File: src/rtl/keypad_pkg.sv
// Shared types and the key map for the 4x4 keypad encoder.
// The key map produces the 4-bit hex code consumed by the seven-segment decoders.
package keypad_pkg;

  typedef enum logic [1:0] {
    ST_IDLE     = 2'd0,
    ST_DEBOUNCE = 2'd1,
    ST_PRESSED  = 2'd2,
    ST_RELEASE  = 2'd3
  } state_t;

  typedef enum logic [1:0] {
    RES_NONE  = 2'd0,
    RES_KEY   = 2'd1,
    RES_MULTI = 2'd2
  } scan_res_t;

  // Physical layout: 1 2 3 A / 4 5 6 B / 7 8 9 C / * 0 # D, with * = E and # = F.
  function automatic logic [3:0] key_map(input logic [1:0] row, input logic [1:0] col);
    logic [3:0] code;
    case ({row, col})
      4'd0:    code = 4'h1;
      4'd1:    code = 4'h2;
      4'd2:    code = 4'h3;
      4'd3:    code = 4'hA;
      4'd4:    code = 4'h4;
      4'd5:    code = 4'h5;
      4'd6:    code = 4'h6;
      4'd7:    code = 4'hB;
      4'd8:    code = 4'h7;
      4'd9:    code = 4'h8;
      4'd10:   code = 4'h9;
      4'd11:   code = 4'hC;
      4'd12:   code = 4'hE;
      4'd13:   code = 4'h0;
      4'd14:   code = 4'hF;
      4'd15:   code = 4'hD;
      default: code = 4'h0;
    endcase
    return code;
  endfunction

  function automatic logic [2:0] popcount4(input logic [3:0] v);
    return {2'b00, v[0]} + {2'b00, v[1]} + {2'b00, v[2]} + {2'b00, v[3]};
  endfunction

endpackage

File: src/rtl/keypad_scan.sv
// Column scanner: drives one column low at a time, synchronizes the rows and
// condenses each full four-column scan into NONE / KEY(code) / MULTI.
module keypad_scan
  import keypad_pkg::*;
#(
  parameter int SCAN_DIV = 50000
) (
  input  logic       clk,
  input  logic       rst_n,
  input  logic [3:0] row_n,
  output logic [3:0] col_n,
  output logic       scan_done,
  output logic [1:0] result,
  output logic [3:0] code
);

  localparam int DW = (SCAN_DIV > 1) ? $clog2(SCAN_DIV) : 1;
  localparam logic [DW-1:0] DIV_LAST = DW'(SCAN_DIV - 1);
  localparam logic [DW-1:0] DIV_ONE  = DW'(1);

  logic [DW-1:0] div_r;
  logic [1:0]    col_r;
  logic [3:0]    col_n_r;
  // Synchronizer holds rows as active-high, so its zero reset reads as "released".
  logic [3:0]    sync1_r;
  logic [3:0]    sync2_r;
  logic [1:0]    hits_r;
  logic [3:0]    code_r;

  logic          last_s;
  logic [2:0]    pop_s;
  logic [1:0]    hit_row_s;
  logic [2:0]    sum_s;
  logic [1:0]    tot_s;
  logic [3:0]    code_s;
  scan_res_t     res_s;

  // Combine the current column sample with the hits accumulated so far this scan.
  always_comb begin
    last_s = (div_r == DIV_LAST);
    pop_s  = popcount4(sync2_r);
    casez (sync2_r)
      4'b1???: hit_row_s = 2'd3;
      4'b01??: hit_row_s = 2'd2;
      4'b001?: hit_row_s = 2'd1;
      default: hit_row_s = 2'd0;
    endcase
    sum_s = {1'b0, hits_r} + pop_s;
    if (sum_s > 3'd2) begin
      tot_s = 2'd2;
    end else begin
      tot_s = sum_s[1:0];
    end
    if (pop_s != 3'd0) begin
      code_s = key_map(hit_row_s, col_r);
    end else begin
      code_s = code_r;
    end
    case (tot_s)
      2'd0:    res_s = RES_NONE;
      2'd1:    res_s = RES_KEY;
      default: res_s = RES_MULTI;
    endcase
  end

  assign col_n     = col_n_r;
  assign scan_done = last_s && (col_r == 2'd3);
  assign result    = res_s;
  assign code      = code_s;

  // Divider, column rotation, row synchronizer and per-scan hit accumulation.
  always_ff @(posedge clk or negedge rst_n) begin
    if (!rst_n) begin
      div_r   <= {DW{1'b0}};
      col_r   <= 2'd0;
      col_n_r <= 4'b1110;
      sync1_r <= 4'h0;
      sync2_r <= 4'h0;
      hits_r  <= 2'd0;
      code_r  <= 4'h0;
    end else begin
      sync1_r <= ~row_n;
      sync2_r <= sync1_r;
      if (last_s) begin
        div_r   <= {DW{1'b0}};
        col_r   <= col_r + 2'd1;
        col_n_r <= ~(4'b0001 << (col_r + 2'd1));
        if (col_r == 2'd3) begin
          hits_r <= 2'd0;
          code_r <= 4'h0;
        end else begin
          hits_r <= tot_s;
          code_r <= code_s;
        end
      end else begin
        div_r <= div_r + DIV_ONE;
      end
    end
  end

endmodule

File: src/rtl/keypad_encoder.sv
// 4x4 keypad encoder: debounces whole-scan results and emits one key_valid
// strobe per accepted press, ignoring chords and second keys while one is held.
module keypad_encoder
  import keypad_pkg::*;
#(
  parameter int SCAN_DIV       = 50000,
  parameter int DEBOUNCE_SCANS = 4
) (
  input  logic       clk,
  input  logic       rst_n,
  input  logic [3:0] row_n,
  output logic [3:0] col_n,
  output logic [3:0] key_code,
  output logic       key_valid,
  output logic       key_held
);

  localparam int CW = $clog2(DEBOUNCE_SCANS + 1);
  localparam logic [CW-1:0] CNT_ONE    = CW'(1);
  localparam logic [CW-1:0] CNT_TARGET = CW'(DEBOUNCE_SCANS);
  localparam bit            DB_ONE     = (DEBOUNCE_SCANS == 1);

  logic          scan_done_s;
  logic [1:0]    result_s;
  logic [3:0]    scan_code_s;
  scan_res_t     res_s;
  logic [CW-1:0] cnt_inc_s;

  state_t        state_r;
  logic [CW-1:0] cnt_r;
  logic [3:0]    cand_r;
  logic [3:0]    key_code_r;
  logic          key_valid_r;
  logic          key_held_r;

  keypad_scan #(
    .SCAN_DIV(SCAN_DIV)
  ) u_scan (
    .clk       (clk),
    .rst_n     (rst_n),
    .row_n     (row_n),
    .col_n     (col_n),
    .scan_done (scan_done_s),
    .result    (result_s),
    .code      (scan_code_s)
  );

  assign res_s     = scan_res_t'(result_s);
  assign cnt_inc_s = cnt_r + CNT_ONE;
  assign key_code  = key_code_r;
  assign key_valid = key_valid_r;
  assign key_held  = key_held_r;

  // Debounce FSM; only advances on scan boundaries.
  always_ff @(posedge clk or negedge rst_n) begin
    if (!rst_n) begin
      state_r     <= ST_IDLE;
      cnt_r       <= {CW{1'b0}};
      cand_r      <= 4'h0;
      key_code_r  <= 4'h0;
      key_valid_r <= 1'b0;
      key_held_r  <= 1'b0;
    end else begin
      key_valid_r <= 1'b0;
      if (scan_done_s) begin
        case (state_r)
          ST_IDLE: begin
            if (res_s == RES_KEY) begin
              cand_r <= scan_code_s;
              cnt_r  <= CNT_ONE;
              if (DB_ONE) begin
                key_code_r  <= scan_code_s;
                key_valid_r <= 1'b1;
                key_held_r  <= 1'b1;
                state_r     <= ST_PRESSED;
              end else begin
                state_r <= ST_DEBOUNCE;
              end
            end
          end
          ST_DEBOUNCE: begin
            if ((res_s == RES_KEY) && (scan_code_s == cand_r)) begin
              cnt_r <= cnt_inc_s;
              if (cnt_inc_s == CNT_TARGET) begin
                key_code_r  <= cand_r;
                key_valid_r <= 1'b1;
                key_held_r  <= 1'b1;
                state_r     <= ST_PRESSED;
              end
            end else begin
              state_r <= ST_IDLE;
            end
          end
          ST_PRESSED: begin
            // Any key activity keeps the press alive: no rollover strobes.
            if (res_s == RES_NONE) begin
              cnt_r <= CNT_ONE;
              if (DB_ONE) begin
                key_held_r <= 1'b0;
                state_r    <= ST_IDLE;
              end else begin
                state_r <= ST_RELEASE;
              end
            end
          end
          ST_RELEASE: begin
            if (res_s == RES_NONE) begin
              cnt_r <= cnt_inc_s;
              if (cnt_inc_s == CNT_TARGET) begin
                key_held_r <= 1'b0;
                state_r    <= ST_IDLE;
              end
            end else begin
              state_r <= ST_PRESSED;
            end
          end
          default: begin
            key_held_r <= 1'b0;
            state_r    <= ST_IDLE;
          end
        endcase
      end
    end
  end

endmodule

File: config.mk
export PLATFORM = sky130hd
export DESIGN_NAME = keypad_encoder
export DESIGN_NICKNAME = d
export VERILOG_FILES = /design/src/rtl/keypad_pkg.sv /design/src/rtl/keypad_scan.sv /design/src/rtl/keypad_encoder.sv
export SDC_FILE = /design/constraint.sdc
export NUM_CORES = 1
export LEC_CHECK = 0
export ABC_CLOCK_PERIOD_IN_PS = 10400
export BUFFER_PORTS_ARGS = -buffer_cell sky130_fd_sc_hd__buf_2
export CAP_MARGIN = 0
export CORE_MARGIN = 10
export CORE_UTILIZATION = 55
export DETAILED_ROUTE_END_ITERATION = 12
export PLACE_DENSITY = 0.73
export SLEW_MARGIN = 20
export SYNTH_ARGS = -nofsm -noshare
export SYNTH_HDL_FRONTEND = slang
export SYNTH_SLANG_ARGS = --single-unit
File: constraint.sdc
create_clock -name clk -period 10.4 [get_ports clk]
set_clock_uncertainty 0.15 [all_clocks]
set_input_delay 1.04 -clock clk [delete_from_list [all_inputs] [get_ports clk]]
set_output_delay 1.04 -clock clk [all_outputs]
set_load 0.02 [all_outputs]
### Word-level counts from Yosys, hierarchy flattened

Memories as Yosys holds them, arrays and structs flattened.
Cells that the tools add are included.

| word-level totals | value |
|---|---|
| latch bits | 0 |
| memory bits (read-only) | 64 |
| memories kept | 1 |
| word-level logic and storage cells | 84 |
| input bits | 6 |
| memory bits (writable) | 0 |
| register bits | 51 |
| output and inout bits | 10 |

Memory list:

| memory | words | bits a word | rd ports | clocked after Yosys merged registers in | write ports | line | text |
|---|---|---|---|---|---|---|---|
| (name not given) | 16 | 4 | 1 | 0 | 0 | keypad_pkg.sv:21 | `case ({row, col})` |

| cells by class | value |
|---|---|
| $add $sub $neg | 7 |
| mux-type cells | 28 |
| eq/ne operators | 19 |
| bitwise operators | 2 |
| multiply operators | 0 |
| div/mod/pow operators | 0 |
| $lt $le $gt $ge | 1 |
| shifts and indexed selects | 1 |
| reductions and logical operators | 12 |

Operators with widths:

| operator | count |
|---|---|
| $add A16 B1 Y16 const B | 1 |
| $eq A16 B16 Y1 const B | 1 |
| $mux W16 | 1 |
| $mux W2 | 8 |
| $mux W3 | 4 |
| $ne A2 B2 Y1 const B | 6 |
| $pmux W3 S4 | 1 |
| $reduce_and A5 Y1 | 2 |
| $eq A2 B1 Y1 const B | 4 |
| $mux W1 | 8 |
| $mux W4 | 2 |
| $not A4 Y4 | 2 |
| $pmux W2 S4 | 1 |
| $add A3 B1 Y3 | 2 |
| $eq A2 B2 Y1 const B | 3 |
| $logic_not A2 Y1 | 3 |
| $ne A3 B3 Y1 const B | 2 |
| $pmux W2 S3 | 1 |
| $reduce_and A6 Y1 | 1 |
| $eq A4 B4 Y1 | 1 |
| $pmux W2 S2 | 1 |
| $reduce_and A4 Y1 | 1 |
| $shl A1 B2 Y4 const A | 1 |
| $add A2 B3 Y3 | 1 |
| other kinds (11) | 12 |

### Logic depth before layout (Yosys ltp)

Gate-level depths: netlist of the first run.

| logic depth | value |
|---|---|
| word-level depth | 13 |
| gate-level depth with buffers | 13 |

### Modules after synthesis

Synthesis of the first run repeated with hierarchy kept, for this count alone.

| second synthesis, totals | value |
|---|---|
| cells, all modules | 229 |
| area, all modules | 2,628.8 um^2 |

Modules (own cells, without submodules):

| module | seq. area each (um^2) | cells an instance | instances | area each (um^2) |
|---|---|---|---|---|
| keypad_scan | 904.6 | 164 | 1 | 1,848.0 |
| keypad_encoder | 375.4 | 65 | 1 | 780.7 |

### Worst setup path after synthesis of the first run

Ideal clock, no wire load.

| timing path | value |
|---|---|
| path type | reg2reg |
| start point | register u_scan.sync2_r[1] |
| end point | register key_code_r[0] (netlist: key_code[0]) |
| path buffers | 0 |
| setup time | 0.125 ns |
| clock period less this slack | 3.556 ns |
| path slack | 6.844 ns |
| cell stages (with the launch flop) | 14 |
| arrival time | 3.282 ns |
| data required time | 10.125 ns |
| cell sequence | dfrtp_1 -> ha_1 -> inv_1 -> fa_1 -> inv_1 -> ha_1 -> fa_1 -> xnor2_1 -> nand3b_1 -> a211oi_1 -> o2111a_1 -> o221ai_2 -> nor4_4 -> mux2_2 |

| between the ends | value |
|---|---|
| longest elaborated chain between the ends | 11 |
| elaborated cells between the ends (all ways) | 18 |
| classes of those cells | add/sub (4); order compare (1); eq/ne (4); mux (4); reduce/logical (4); memory (1) |

Ends and longest elaborated chain:

| element | line | text |
|---|---|---|
| start: declaration | keypad_scan.sv:26 | `logic [3:0] sync2_r;` |
| start signal: assignment | keypad_scan.sv:83 | `sync2_r <= sync1_r;` |
| $add A1 B1 Y2 | keypad_pkg.sv:44 | `return {2'b00, v[0]} + {2'b00, v[1]} + {2'b00, v[2]} + {2'b00, v[3]};` |
| $add A3 B1 Y3 (2 in series) | keypad_pkg.sv:44 |  |
| $add A2 B3 Y3 | keypad_scan.sv:48 | `sum_s = {1'b0, hits_r} + pop_s;` |
| $gt A3 B2 Y1 | keypad_scan.sv:49 | `if (sum_s > 3'd2) begin` |
| $mux W2 | keypad_scan.sv:49 |  |
| $eq A2 B1 Y1 / $logic_not A2 Y1 (equally long branches) | keypad_scan.sv:59 | `case (tot_s)` |
| $pmux W2 S2 | keypad_scan.sv:59 |  |
| $eq A2 B1 Y1 | keypad_encoder.sv:82 | `if ((res_s == RES_KEY) && (scan_code_s == cand_r)) begin` |
| $logic_and A1 B1 Y1 * | keypad_encoder.sv:82 |  |
| $reduce_and A4 Y1 (no line) * | -- |  |
| end signal: assignment | keypad_encoder.sv:72 | `key_code_r <= scan_code_s;` |
| end signal: assignment | keypad_encoder.sv:85 | `key_code_r <= cand_r;` |
| end: declaration | keypad_encoder.sv:32 | `logic [3:0] key_code_r;` |

Every way passes the cells marked *; elsewhere a longest branch is shown, timed or not.
A chain may end at the register's enable or synchronous reset.

### Final worst setup path of the first run

Ends and elaborated chain as after synthesis.

==> flow_summary.toml, run 1 <==
[status]
status = "finished clean"

[detailed_routing]
drtAntennaViolNets = 0
drcViolationCount = 0
vias_per_cell = 5.53
drt_first_iter_violations = 158
dr.pass1.iters = 4
wl_per_cell_um = 14.4
vias = 1731
drt-total-wl_um = 4520

[synthesis]
ys_types = 57
ys.flop_type = "dfrtp_1"
ys_async_sr_fraction_pct = 100
synthTopCellsByArea = "dfrtp_1 (45%), ha_1 (6.1%), xnor2_1 (5.0%)"
synth_top_area_cell = "dfrtp_1"
yosys.area.top_type_share_pct = 45.3
synth_edf_count = 0
yosysSeqAreaShare_pct = 48.3
yosysWarnings = 0
syn_area_um2 = 2650
syn_nets = 266
syn_avg_cell_area_um2 = 10.8
ys_ff_latch = 51
synthCells = 245

[timing]
max_slew_margin_pct = 50.5
fin_ws_ns = 6.58
worst_slew_pin_slew_ns = 0.740
min_period_ns = 3.82
drv_slew = 0
hold_viol = 0
min_period_over_period_pct = 36.8
final.setup.tns_ns = 0
setup_viol = 0
whs_ns = 0.205
max_freq_mhz = 262
rsz0062_at_grt = "false"

[cts]
cts_inserted_buffers = 5
worstSkewPairLatency_ns = 0.30
post-cts-setup-buffers = 0
cts_tree = "yes"
hold_buffers = 0
clk_pin_slew_worst_paths_ns = 0.09
clk_path_buf_depth = 2
post_cts_resized = 0
cts.sink_count = 51
cts_root_buf = "clkbuf_8"
htree_num_levels = 2

[final_layout]
drive_above_1_share_pct = 15.8
n_antenna_cell = 0
fin_nets = 279
area_growth_syn_to_layout_pct = 5.72
fillers = 394

[global_routing]
gr-total-overflow = 0
grt_pass1_vias = 1758
grt_pass1_wl_um = 8340
gr-usage-all-layers_pct = 13.1
grt_max_degree = 52
grt_antenna_before_repair = 0

[placed_design]
place_congestion = 0.884
dp_hpwl_um = 3320
numPortBuffers = 15
place_ws_ns = 6.58

[critical_path]
critical_path.max_fanout = 6
crit_family = "adder cells"
crit_chain = "ha_1, inv_1, fa_1, inv_1, ha_1, fa_1, xnor2_1, nand3b_1, a211oi_1, o2111a_1, o221ai_2, nor4_4, mux2_2"
crit_buf_inv = 2
critical_path.max_stage_delay_ns = 0.44
cp.required_ns = 10.44
worstSetupPathType = "register to register"
crit_path_start_kind = "register"
crit_arrival_ns = 3.86
crit_path_top_delay_cell = "fa_1"
end_kind = "register"

[floorplan]
fp.dieArea_um2 = 7990
die_w_um = 89.4
std_cell_rows = 25
core_area_um2 = 4690
ios = 16
start_util_pct = 56.5
die_h_um = 89.4

[min_path]
hp-class = "register to register"

[power_and_ir_drop]
power_density_nw_per_um2 = 122
power_leakage_nw = 1.31
vdd_ir_drop_max_v = 0.0000760

[run]
cap_violations = 0
registers in the layout, indices dropped and copies added, names as in the netlist:
register and cells:
u_scan.div_r 16, u_scan.sync2_r 4, u_scan.code_r 4, u_scan.col_n 4
u_scan.col_r 2, key_code 4, key_valid 1, u_scan.hits_r 2
cand_r 4, cnt_r 3, key_held 1, u_scan.sync1_r 4
state_r 2
final cells by class:
| type | count | area [um2] | share of cell area, % |
|---|---|---|---|
| clock buffer | 6 | 72.6 | 2.59 |
| clock inverter | 2 | 12.5 | 0.447 |
| inverter | 15 | 56.3 | 2.01 |
| multi-input combinational | 170 | 1230 | 44.1 |
| sequential | 51 | 1280 | 45.7 |
| tap | 54 | 67.6 | 2.41 |
| timing repair buffer | 15 | 77.6 | 2.77 |
per-stage QoR:
step	std cells	cell area [um2]	utilization, %	total power, mW
after floorplan	245	2650	-	0.227
after global placement	305	2710	57.8	0.236
after detailed placement	305	2710	57.8	0.236
after CTS	313	2800	59.6	0.346
after global routing	313	2800	59.7	0.359
final	313	2800	59.7	0.341
placed cells by master (no fill, tap or decap), types with 4 or more instances in the layout:
cell,instances
buf_2,14
ha_1,13
inv_1,15
nor2b_1,4
nor2_1,18
and3_1,5
xnor2_1,15
mux2_2,6
nand2b_1,5
clkbuf_8,5
nand3_1,8
o21ai_0,12
xor2_1,5
nand2_1,26
dfrtp_1,48
per-layer routing:
metal	wire length, um	GRT usage, %	vias up
met3	225	2.55	8
li1	-	-	867
met2	2130	20.0	32
met4	57	5.06	0
met5	0	0	-
met1	2110	18.0	824
worst paths after layout:
| kind | startpoint | end | slack, ns | cells past startpoint |
|---|---|---|---|---|
| min reg2reg | u_scan.sync1_r[3]$_DFF_PN0_ | u_scan.sync2_r[3]$_DFF_PN0_ | 0.20 | 0 |
| min | u_scan.sync1_r[3]$_DFF_PN0_ | u_scan.sync2_r[3]$_DFF_PN0_ | 0.20 | 0 |
| max reg2reg | u_scan.sync2_r[1]$_DFF_PN0_ | key_code[0]$_DFFE_PN0P_ | 6.58 | 13 |
| max | u_scan.sync2_r[1]$_DFF_PN0_ | key_code[0]$_DFFE_PN0P_ | 6.58 | 13 |
| min in group asynchronous | rst_n | key_held$_DFFE_PN0P_ | 0.59 | 1 |
| max in group asynchronous | rst_n | u_scan.div_r[14]$_DFF_PN0_ | 9.09 | 1 |
cells in the mapped netlist (2+ instances only):
cell type,instances
dfrtp_1,48
nand2_1,26
nor2_1,18
inv_1,15
xnor2_1,15
ha_1,13
o21ai_0,12
nand3_1,8
mux2_2,6
and3_1,5
nand2b_1,5
xor2_1,5
clkbuf_1,4
nor2b_1,4
a21oi_1,3
a22o_1,3
and2_1,3
dfstp_2,3
o21a_1,3
o31ai_1,3
buf_4,2
fa_1,2
nand4_1,2
nor3_1,2
nor4bb_1,2
o211ai_1,2
kinds of logic after synthesis:
| family | after synthesis | share of synthesized area, % |
|---|---|---|
| and+or+nand+nor | 87 | 17.6 |
| DFF | 51 | 48.3 |
| AOI/OAI and AO/OA | 40 | 11.2 |
| buffers and inverters | 24 | 5.10 |
| xor gates and xnor gates | 20 | 6.61 |
| adders and majority gates | 15 | 7.65 |
| muxes | 8 | 3.50 |
power breakdown:
part / internal [mW] / total, mW / switching (mW)
sequential: 0.200 / 0.201 / 0.00122
combinational: 0.0114 / 0.0311 / 0.0197
clock: 0.0471 / 0.109 / 0.0617
total: 0.258 / 0.341 / 0.0826
Note: power is estimated with default switching activity, not from simulation.
==> run 2: changes to the inputs <==
ABC_CLOCK_PERIOD_IN_PS = 3500   (was 10400)
CORE_UTILIZATION = 54   (was 55)
PLACE_DENSITY = 0.75   (was 0.73)
clock period = 3.5 ns   (was 10.4 ns; I/O delays follow)
==> run 2 against run 1 <==
Effect of this change: the run now ends with setup timing left; maximum frequency is 6.9% higher; worst setup slack worse by 6.7 ns; core utilization grew 5.9 points; die area up 1.4%; critical path type unchanged; largest cell class is now multi-input combinational cells; largest power group unchanged.
==> flow_summary.toml, run 2 (synthesized netlist as in run 1, its figures left out) <==
[status]
status = "finished, violations left"
violations = "setup timing"

[final_layout]
drive_above_1_share_pct = 26.1
layout_commonest_cell = "dfrtp_1"
largest_reg_flops = 16
area_growth_syn_to_layout_pct = 16.9
largest_register = "u_scan.div_r"
fin_nets = 301
final_cell_mix = "dfrtp_1 (48), nand2_1 (26), buf_4 (20)"
n_antenna_cell = 0

[detailed_routing]
drcViolationCount = 0
wl_per_cell_um = 14.3
dr.pass1.iters = 4
vias_per_cell = 5.18
drt-total-wl_um = 4960
drtAntennaViolNets = 0
vias = 1796
drt_first_iter_violations = 105

[cts]
cts_root_buf = "clkbuf_8"
cts.sink_count = 51
clk_pin_slew_worst_paths_ns = 0.09
clk_path_buf_depth = 2
cts_inserted_buffers = 5
htree_num_levels = 2
cts_tree = "yes"
worstSkewPairLatency_ns = 0.30

[global_routing]
grt_pass1_vias = 1769
gr-usage-all-layers_pct = 12.4
grt_max_degree = 33
gr-total-overflow = 0
grt_pass1_wl_um = 8550
grt_antenna_before_repair = 0

[floorplan]
core_area_um2 = 4720
start_util_pct = 56.1
fp.dieArea_um2 = 8110
die_h_um = 90.0
die_w_um = 90.0
ios = 16
std_cell_rows = 25

[timing]
setup_viol = 9
max_slew_margin_pct = 60.0
max_freq_mhz = 280
min_period_over_period_pct = 102
min_period_ns = 3.58
hold_viol = 0
rsz0062_at_grt = "true"
final.setup.tns_ns = -0.410
fin_ws_ns = -0.0774
whs_ns = 0.0319
worst_slew_pin_slew_ns = 0.598
drv_slew = 0

[critical_path]
crit_chain = "ha_4, inv_2, fa_1, inv_1, ha_2, fa_2, xnor2_2, nand3b_1, a211oi_2, o2111a_1, o221ai_4, nor4_4, buf_4, mux2_4"
reg2reg_slack_ns = -0.08
crit_path_top_delay_cell = "fa_1"
critical_path.max_stage_delay_ns = 0.56
r2r-start = "u_scan.sync2_r[1]$_DFF_PN0_"
r2r_cells = 14
critical_path.max_fanout = 5
cp.required_ns = 3.54
crit_arrival_ns = 3.62
end_kind = "register"
crit_path_start_kind = "register"
r2r-end = "key_code[3]$_DFFE_PN0P_"
worstSetupPathType = "register to register"

[power_and_ir_drop]
p_comb_share_pct = 11.8
p_sw_uw = 256
internal_power_uw = 863
vdd_ir_drop_max_v = 0.000319
power_density_nw_per_um2 = 361
power_leakage_nw = 1.43
switching_share_pct = 22.9
clockPowerShare_pct = 34.9
p_seq_share_pct = 53.3

[min_path]
hp-start = "row_n[1]"
holdPathEnd = "u_scan.sync1_r[1]$_DFF_PN0_"
hp-class = "primary input to register"
hold_depth = 2

[placed_design]
numPortBuffers = 15
place_congestion = 0.855
dp_hpwl_um = 3580
place_ws_ns = -0.134

[run]
cap_violations = 0
-- run 2: cell types whose count changed in the layout (fill, tap and decap cells not counted), sizes merged --
cell	delta
clkinv	-1
dlygate4sd3	+1
buf	+21
bufinv	+1
clkinvlp	-1
-- run 2: layout make-up --
cell class                 count  area (um2)
fill                         368        1630
multi-input combinational    170        1330
sequential                    51        1280
timing repair buffer          37         246
tap                           67        83.8
clock buffer                   6        72.6
inverter                      15        56.3
clock inverter                 1        30.0
-- run 2: metrics by stage --
step,power [mW],instance area [um2],instances,utilization [%]
3_5_place_dp,0.731,2890,333,61.1
3_3_place_gp,0.729,2890,333,61.1
2_1_floorplan,0.682,2690,245,-
5_1_grt,1.17,3100,347,65.6
4_1_cts,1.13,3030,344,64.2
6_report,1.12,3100,347,65.6
-- run 2: what timing repair did --
action,4_1_cts,5_1_grt
pin swaps,0,1
hold buffers,1,0
cloned,0,0
gates resized for setup,4,8
setup endpoints to repair,8,12
buffers inserted,3,3
hold endpoints to repair,18,0
-- run 2: worst max-delay path, delay by kind of cell (launching register included) --
kind                     cells  cell delay, ns
adder cells (fa/ha/maj)      4            1.36
AO/OA/AOI/OAI                3            0.53
flip-flops                   1            0.41
AND/OR/NAND/NOR              2            0.30
multiplexers                 1            0.30
buffers and inverters        3            0.27
XOR/XNOR                     1            0.15
-- run 2: worst max path at each step --
stage	slack [ns]	from	to	depth (start not counted)
after floorplan	-0.04	u_scan.sync2_r[1]$_DFF_PN0_	key_code[0]$_DFFE_PN0P_	13
after global placement	-0.04	u_scan.sync2_r[1]$_DFF_PN0_	key_code[0]$_DFFE_PN0P_	14
after detailed placement	-0.13	u_scan.sync2_r[1]$_DFF_PN0_	key_code[3]$_DFFE_PN0P_	14
after CTS	-0.08	u_scan.sync2_r[1]$_DFF_PN0_	key_code[3]$_DFFE_PN0P_	14
after global routing	-0.24	u_scan.sync2_r[1]$_DFF_PN0_	key_code[3]$_DFFE_PN0P_	14
final	-0.08	u_scan.sync2_r[1]$_DFF_PN0_	key_code[3]$_DFFE_PN0P_	14
-- run 2: power groups by stage --
stage / clock (mW) / sequential, mW / combinational (mW)
after floorplan: 0 / 0.607 / 0.0751
after global placement: 0 / 0.607 / 0.122
after detailed placement: 0 / 0.607 / 0.124
after CTS: 0.403 / 0.596 / 0.127
after global routing: 0.430 / 0.597 / 0.147
final: 0.391 / 0.596 / 0.132
-- run 2: layer usage --
layer  share of wire (%)  routed length [um]  GRT usage, %
met1                  49                2410          16.5
met4                 1.1                  56          3.58
met2                  47                2340          19.6
met3                 3.0                 150          3.16
met5                   0                   0             0
